## config.mk

```make
export PLATFORM = sky130hd
export DESIGN_NAME = vliw_bundle_loader
export DESIGN_NICKNAME = d
export VERILOG_FILES = /design/src/rtl/vliw_bundle_loader.sv
export SDC_FILE = /design/constraint.sdc
export NUM_CORES = 1
export LEC_CHECK = 0
export ABC_AREA = 1
export ABC_CLOCK_PERIOD_IN_PS = 2950
export CAP_MARGIN = 25
export CORE_ASPECT_RATIO = 0.75
export CORE_UTILIZATION = 35
export DETAILED_ROUTE_END_ITERATION = 7
export DONT_BUFFER_PORTS = 1
export PLACE_DENSITY = 0.45
export SETUP_SLACK_MARGIN = 0.1
export SYNTH_ARGS = -nofsm -noshare
export SYNTH_HDL_FRONTEND = slang
export SYNTH_SLANG_ARGS = --single-unit
```

## constraint.sdc

```tcl
create_clock -name clk -period 2.95 [get_ports clk]
set_input_delay 0.295 -clock clk [delete_from_list [all_inputs] [get_ports clk]]
set_output_delay 0.295 -clock clk [all_outputs]
set_load 0.02 [all_outputs]
```

## src/rtl/vliw_bundle_loader.sv

```systemverilog
// ---------------------------------------------------------------------------
// vliw_bundle_loader
//
// Boot/program loader that sits in front of the VLIW instruction memory.
// A stream of 32-bit instruction words arrives over a valid/ready handshake.
// The words are packed, first arrival in the most significant slot, into
// SLOTS-wide bundles. Each completed bundle is written into instruction
// memory at BASE_ADDR, BASE_ADDR+ADDR_STEP, ... with a one-cycle wr_en strobe.
//
// Ports
//   clk, rst_n     : rising-edge clock, asynchronous active-low reset
//   start          : single-cycle pulse that opens a load session (IDLE/DONE)
//   in_valid       : in_word/in_last are valid this cycle
//   in_ready       : loader accepts a word this cycle (high only while filling)
//   in_word        : instruction word
//   in_last        : marks the final word of the program
//   wr_en          : instruction-memory write strobe, one cycle per bundle
//   wr_bundle      : packed bundle data, held after the strobe
//   wr_addr        : bundle index, held after the strobe
//   busy           : session in progress
//   done           : session finished, held until the next start
//   err            : memory filled without seeing in_last, held until next start
//   bundle_count   : bundles written during the current session
// ---------------------------------------------------------------------------
module vliw_bundle_loader #(
   parameter int SLOTS       = 10,
   parameter int WORD_W      = 32,
   parameter int ADDR_W      = 32,
   parameter int ADDR_STEP   = 4,
   parameter int BASE_ADDR   = 0,
   parameter int MAX_BUNDLES = 64
) (
   input  logic                      clk,
   input  logic                      rst_n,
   input  logic                      start,
   input  logic                      in_valid,
   output logic                      in_ready,
   input  logic [WORD_W-1:0]         in_word,
   input  logic                      in_last,
   output logic                      wr_en,
   output logic [SLOTS*WORD_W-1:0]   wr_bundle,
   output logic [ADDR_W-1:0]         wr_addr,
   output logic                      busy,
   output logic                      done,
   output logic                      err,
   output logic [7:0]                bundle_count
);

   localparam int                CNT_W       = (SLOTS > 1) ? $clog2(SLOTS) : 1;
   localparam int                BUNDLE_W    = SLOTS * WORD_W;
   localparam logic [CNT_W-1:0]  LAST_SLOT   = CNT_W'(SLOTS - 1);
   localparam logic [7:0]        LAST_BUNDLE = 8'(MAX_BUNDLES - 1);
   localparam logic [ADDR_W-1:0] BASE        = ADDR_W'(BASE_ADDR);
   localparam logic [ADDR_W-1:0] STEP        = ADDR_W'(ADDR_STEP);

   typedef enum logic [1:0] {
      IDLE,
      FILL,
      WRITE,
      DONE
   } state_t;

   state_t              state;
   logic [CNT_W-1:0]    slot;
   logic [BUNDLE_W-1:0] bundle;
   logic [BUNDLE_W-1:0] merged;
   logic [ADDR_W-1:0]   addr;
   logic                final_bundle;
   logic                accept;
   logic                closing;

   // in_ready is itself a registered output that is only high in FILL, so a
   // handshake can only complete while the loader is filling a bundle.
   assign accept  = in_valid & in_ready;

   // A bundle closes either when its last slot is filled or when the program
   // ends early; the unused lower slots then stay zero, which decodes as NOP.
   assign closing = (slot == LAST_SLOT) | in_last;

   // Bundle register with the incoming word dropped into the current slot.
   // Arrival order k lands at the k-th slot counted from the top of the
   // bundle, so the first word of a bundle occupies the most significant bits.
   always_comb begin
      merged = bundle;
      for (int s = 0; s < SLOTS; s++) begin
         if (slot == CNT_W'(s)) begin
            merged[(SLOTS-1-s)*WORD_W +: WORD_W] = in_word;
         end
      end
   end

   // Session controller. Every output is driven from here so all outputs are
   // registered. WRITE always lasts exactly one cycle, which gives the single
   // wr_en strobe and the one-cycle bubble per bundle on the input side.
   // The address and bundle counter advance on leaving WRITE, so wr_addr and
   // wr_bundle keep showing the bundle just written until the next one closes.
   always_ff @(posedge clk or negedge rst_n) begin
      if (!rst_n) begin
         state        <= IDLE;
         slot         <= '0;
         bundle       <= '0;
         addr         <= BASE;
         final_bundle <= 1'b0;
         in_ready     <= 1'b0;
         wr_en        <= 1'b0;
         wr_bundle    <= '0;
         wr_addr      <= BASE;
         busy         <= 1'b0;
         done         <= 1'b0;
         err          <= 1'b0;
         bundle_count <= '0;
      end else begin
         case (state)
            IDLE, DONE: begin
               if (start) begin
                  state        <= FILL;
                  slot         <= '0;
                  bundle       <= '0;
                  addr         <= BASE;
                  final_bundle <= 1'b0;
                  in_ready     <= 1'b1;
                  busy         <= 1'b1;
                  done         <= 1'b0;
                  err          <= 1'b0;
                  bundle_count <= '0;
               end
            end

            FILL: begin
               if (accept) begin
                  if (closing) begin
                     state        <= WRITE;
                     in_ready     <= 1'b0;
                     wr_en        <= 1'b1;
                     wr_bundle    <= merged;
                     wr_addr      <= addr;
                     final_bundle <= in_last;
                     slot         <= '0;
                     bundle       <= '0;
                  end else begin
                     bundle <= merged;
                     slot   <= slot + 1'b1;
                  end
               end
            end

            WRITE: begin
               wr_en        <= 1'b0;
               addr         <= addr + STEP;
               bundle_count <= bundle_count + 8'd1;
               if (final_bundle) begin
                  state <= DONE;
                  busy  <= 1'b0;
                  done  <= 1'b1;
               end else if (bundle_count == LAST_BUNDLE) begin
                  // Memory is full and the program has not ended.
                  state <= DONE;
                  busy  <= 1'b0;
                  done  <= 1'b1;
                  err   <= 1'b1;
               end else begin
                  state    <= FILL;
                  in_ready <= 1'b1;
               end
            end

            default: begin
               state <= IDLE;
            end
         endcase
      end
   end

endmodule

```

==> flow_metrics.env <==
export IMPL_post_cts_resized=0
export IMPL_syn_area_um2=31350
export IMPL_dieHeight_um=261.2
export IMPL_regArea_um2=18020
export IMPL_grt_first_pass_wirelength_um=161800
export IMPL_htree_levels=3
export IMPL_wirelength_um=109300
export IMPL_vdd_ir_drop_max_mv=0.3813
export IMPL_dpl_hpwl_um=67250
export IMPL_fin_nets=3956
export IMPL_cts_hold_buffers=1
export IMPL_layout_common_cells="nand2_1, dfrtp_1, o21ai_0, nand3_1"
export IMPL_coreArea_um2=88210
export IMPL_gp_congestion=0.8176
export IMPL_ys_warn_count=0
export IMPL_crit_type="in -> async"
export IMPL_cts_tree="yes"
export IMPL_violations="hold timing, slew limit, setup timing"
export IMPL_drc=0
export IMPL_finalCritPeriodShare=1.074
export IMPL_hold_class="in -> async"
export IMPL_hold_worst_slack_ns=-0.5962
export IMPL_ant_nets=0
export IMPL_cts_made_buffers=80
export IMPL_worstPathRequired_ns=2.52
export IMPL_synth_distinct_cells=28
export IMPL_vias=25434
export IMPL_rsz0062_at_grt="false"
export IMPL_synth_area_per_cell_um2=7.889
export IMPL_dr_pass1_iters=5
export IMPL_die_area_um2=90790
export IMPL_status="finished with violations"
export IMPL_ios=402
export IMPL_synth_seq_cells=720
export IMPL_fin_crit_ns=3.167
export IMPL_layout_drive_gt1_share=0.05801
export IMPL_crit_path_max_fanout=720
export IMPL_synthCells=3974
export IMPL_wire_per_inst_um=21.35
export IMPL_setup_slack_ns=-0.2170
export IMPL_worstPathArrival_ns=2.74
export IMPL_die_w_um=347.6
export IMPL_final_area_um2=35400
export IMPL_vias_per_cell=4.970
export IMPL_hold_viol=339
export IMPL_rows=94
export IMPL_clock_path_buffers=3
export IMPL_grt_overflow=0
export IMPL_max_cap_viol_count=0
export IMPL_portBuffers=0
export IMPL_n_fill_cell=9032
export IMPL_slew_headroom=-2.257
export IMPL_multi_input_area_um2=12030
export IMPL_crit_path_end_kind="asynchronous set/reset pin"
export IMPL_clk_pin_slew_ns=0.06
export IMPL_worstSetupStartpointType="input port"
export IMPL_fin_worst_skew_ns=0.02226
export IMPL_antenna_found_initial=20
export IMPL_cts_root_buf="clkbuf_16"
export IMPL_worst_pin_slew_ns=4.886
export IMPL_initial_utilization=0.3554
export IMPL_first_global_vias=23740
export IMPL_clock_sinks=720
export IMPL_max_freq_mhz=315.8
export IMPL_p_leak_nw=18.94
export IMPL_placed_area_um2=32850
export IMPL_grt_util_all_layers=0.2379
export IMPL_p_per_area_nw_per_um2=573.1
export IMPL_insertion_delay_ns=0.64
export IMPL_area_delta_synth_final_pct=12.92
export IMPL_drt_iter0_markers=2458
export IMPL_pre_cts_slack_ns=0.5611
export IMPL_fin_util=0.4013
export IMPL_maxSlewViolCount=534
export IMPL_setup_violations=170
export IMPL_ys_seq_area_frac=0.5747
export IMPL_final_common_cell="nand2_1"
export IMPL_diodes=0
export IMPL_grt_max_degree=721
==> cell families after synthesis <==
| logic type | Yosys count | synth area share |
|---|---|---|
| AO/OA/AOI/OAI | 382 | 0.06138 |
| XOR/XNOR | 3 | 0.0008383 |
| buffers and inverters | 325 | 0.04418 |
| flip-flops | 720 | 0.5747 |
| adder cells (fa/ha/maj) | 9 | 0.003592 |
| other | 1 | 0.0001196 |
| AND/OR/NAND/NOR | 2534 | 0.3152 |
==> what timing repair did <==
action | in CTS | in global routing
setup buffers | 0 | 0
setup endpoints to repair | 0 | 0
hold endpoints to repair | 721 | 720
==> area by class of cell <==
type,instances,area share
flip-flops and latches,720,0.5090
multi-input cells,2930,0.3397
clock buffers,119,0.06730
well taps,1152,0.04072
repair buffers,90,0.02927
inverters,88,0.009543
clock inverters,18,0.004454
==> Yosys cell counts <==
cell      count  share of area
inv_1        83         0.0099
o21ai_2       1        0.00028
a21o_1        1        0.00024
nand4_1       2        0.00040
o21ai_0     353          0.056
nor2_1       75         0.0090
xor2_1        2        0.00056
buf_1        10         0.0012
inv_2         4        0.00048
clkinv_1      1        0.00012
buf_2       102          0.016
buf_4        10         0.0024
nor2_4        2        0.00072
a21oi_1      25         0.0040
o31ai_1       1        0.00024
nand2_2       3        0.00060
nand2_1    2187           0.26
nand3_1     247          0.039
dfrtp_1     720           0.57
and2_1        2        0.00040
nor3_1       13         0.0021
a22o_1        1        0.00028
xnor2_1       1        0.00028
ha_1          9         0.0036
clkbuf_1    115          0.014
conb_1        1        0.00012
nand3_2       1        0.00032
nor2_2        2        0.00040
==> power breakdown <==
group | switching [W] | leakage [nW] | total (W) | internal (W)
sequential | 0.0000134 | 10.0 | 0.00990 | 0.00989
combinational | 0.000349 | 7.65 | 0.000413 | 0.0000642
clock | 0.00423 | 1.26 | 0.00997 | 0.00574
total | 0.00459 | 18.9 | 0.0203 | 0.0157
==> through the flow <==
step / TNS [ns] / cells / total power, W
6_report: -28.30 / 5117 / 0.02029
5_1_grt: 0 / 5117 / 0.02088
4_1_cts: 0 / 5117 / 0.02058
3_5_place_dp: 0 / 4979 / 0.01050
3_3_place_gp: 0 / 4978 / 0.01050
2_1_floorplan: 0 / 3975 / 0.01019
==> routing by layer <==
layer  GRT usage  share of wire  up-vias
met3     0.05107          0.070      142
met5           0              0        -
li1            -              -    12315
met2      0.3572           0.44      716
met1      0.3463           0.46    12261
met4     0.06486          0.026        0
==> state kept, by name (all words and copies together) (netlist names) <==
name and flops:
done 1, addr 30, wr_en 1, busy 1
slot 4, in_ready 1, state 2, final_bundle 1
err 1, wr_bundle 320, wr_addr 30, bundle 320
bundle_count 8
==> path summary, 6_finish.rpt <==
kind                                      end  cells past startpoint        start  slack (ns)
max in group clk                wr_bundle[86]                      8     state[1]        0.36
worst max-delay path            wr_bundle[87]                      0        rst_n       -0.22
worst min register to register    bundle[237]                      2  bundle[237]        0.48
worst max register to register  wr_bundle[86]                      8     state[1]        0.36
min in group clk                         busy                      4        start        0.06
worst min-delay path            wr_bundle[10]                      0        rst_n       -0.60
Power figures use the tool's default switching activity.
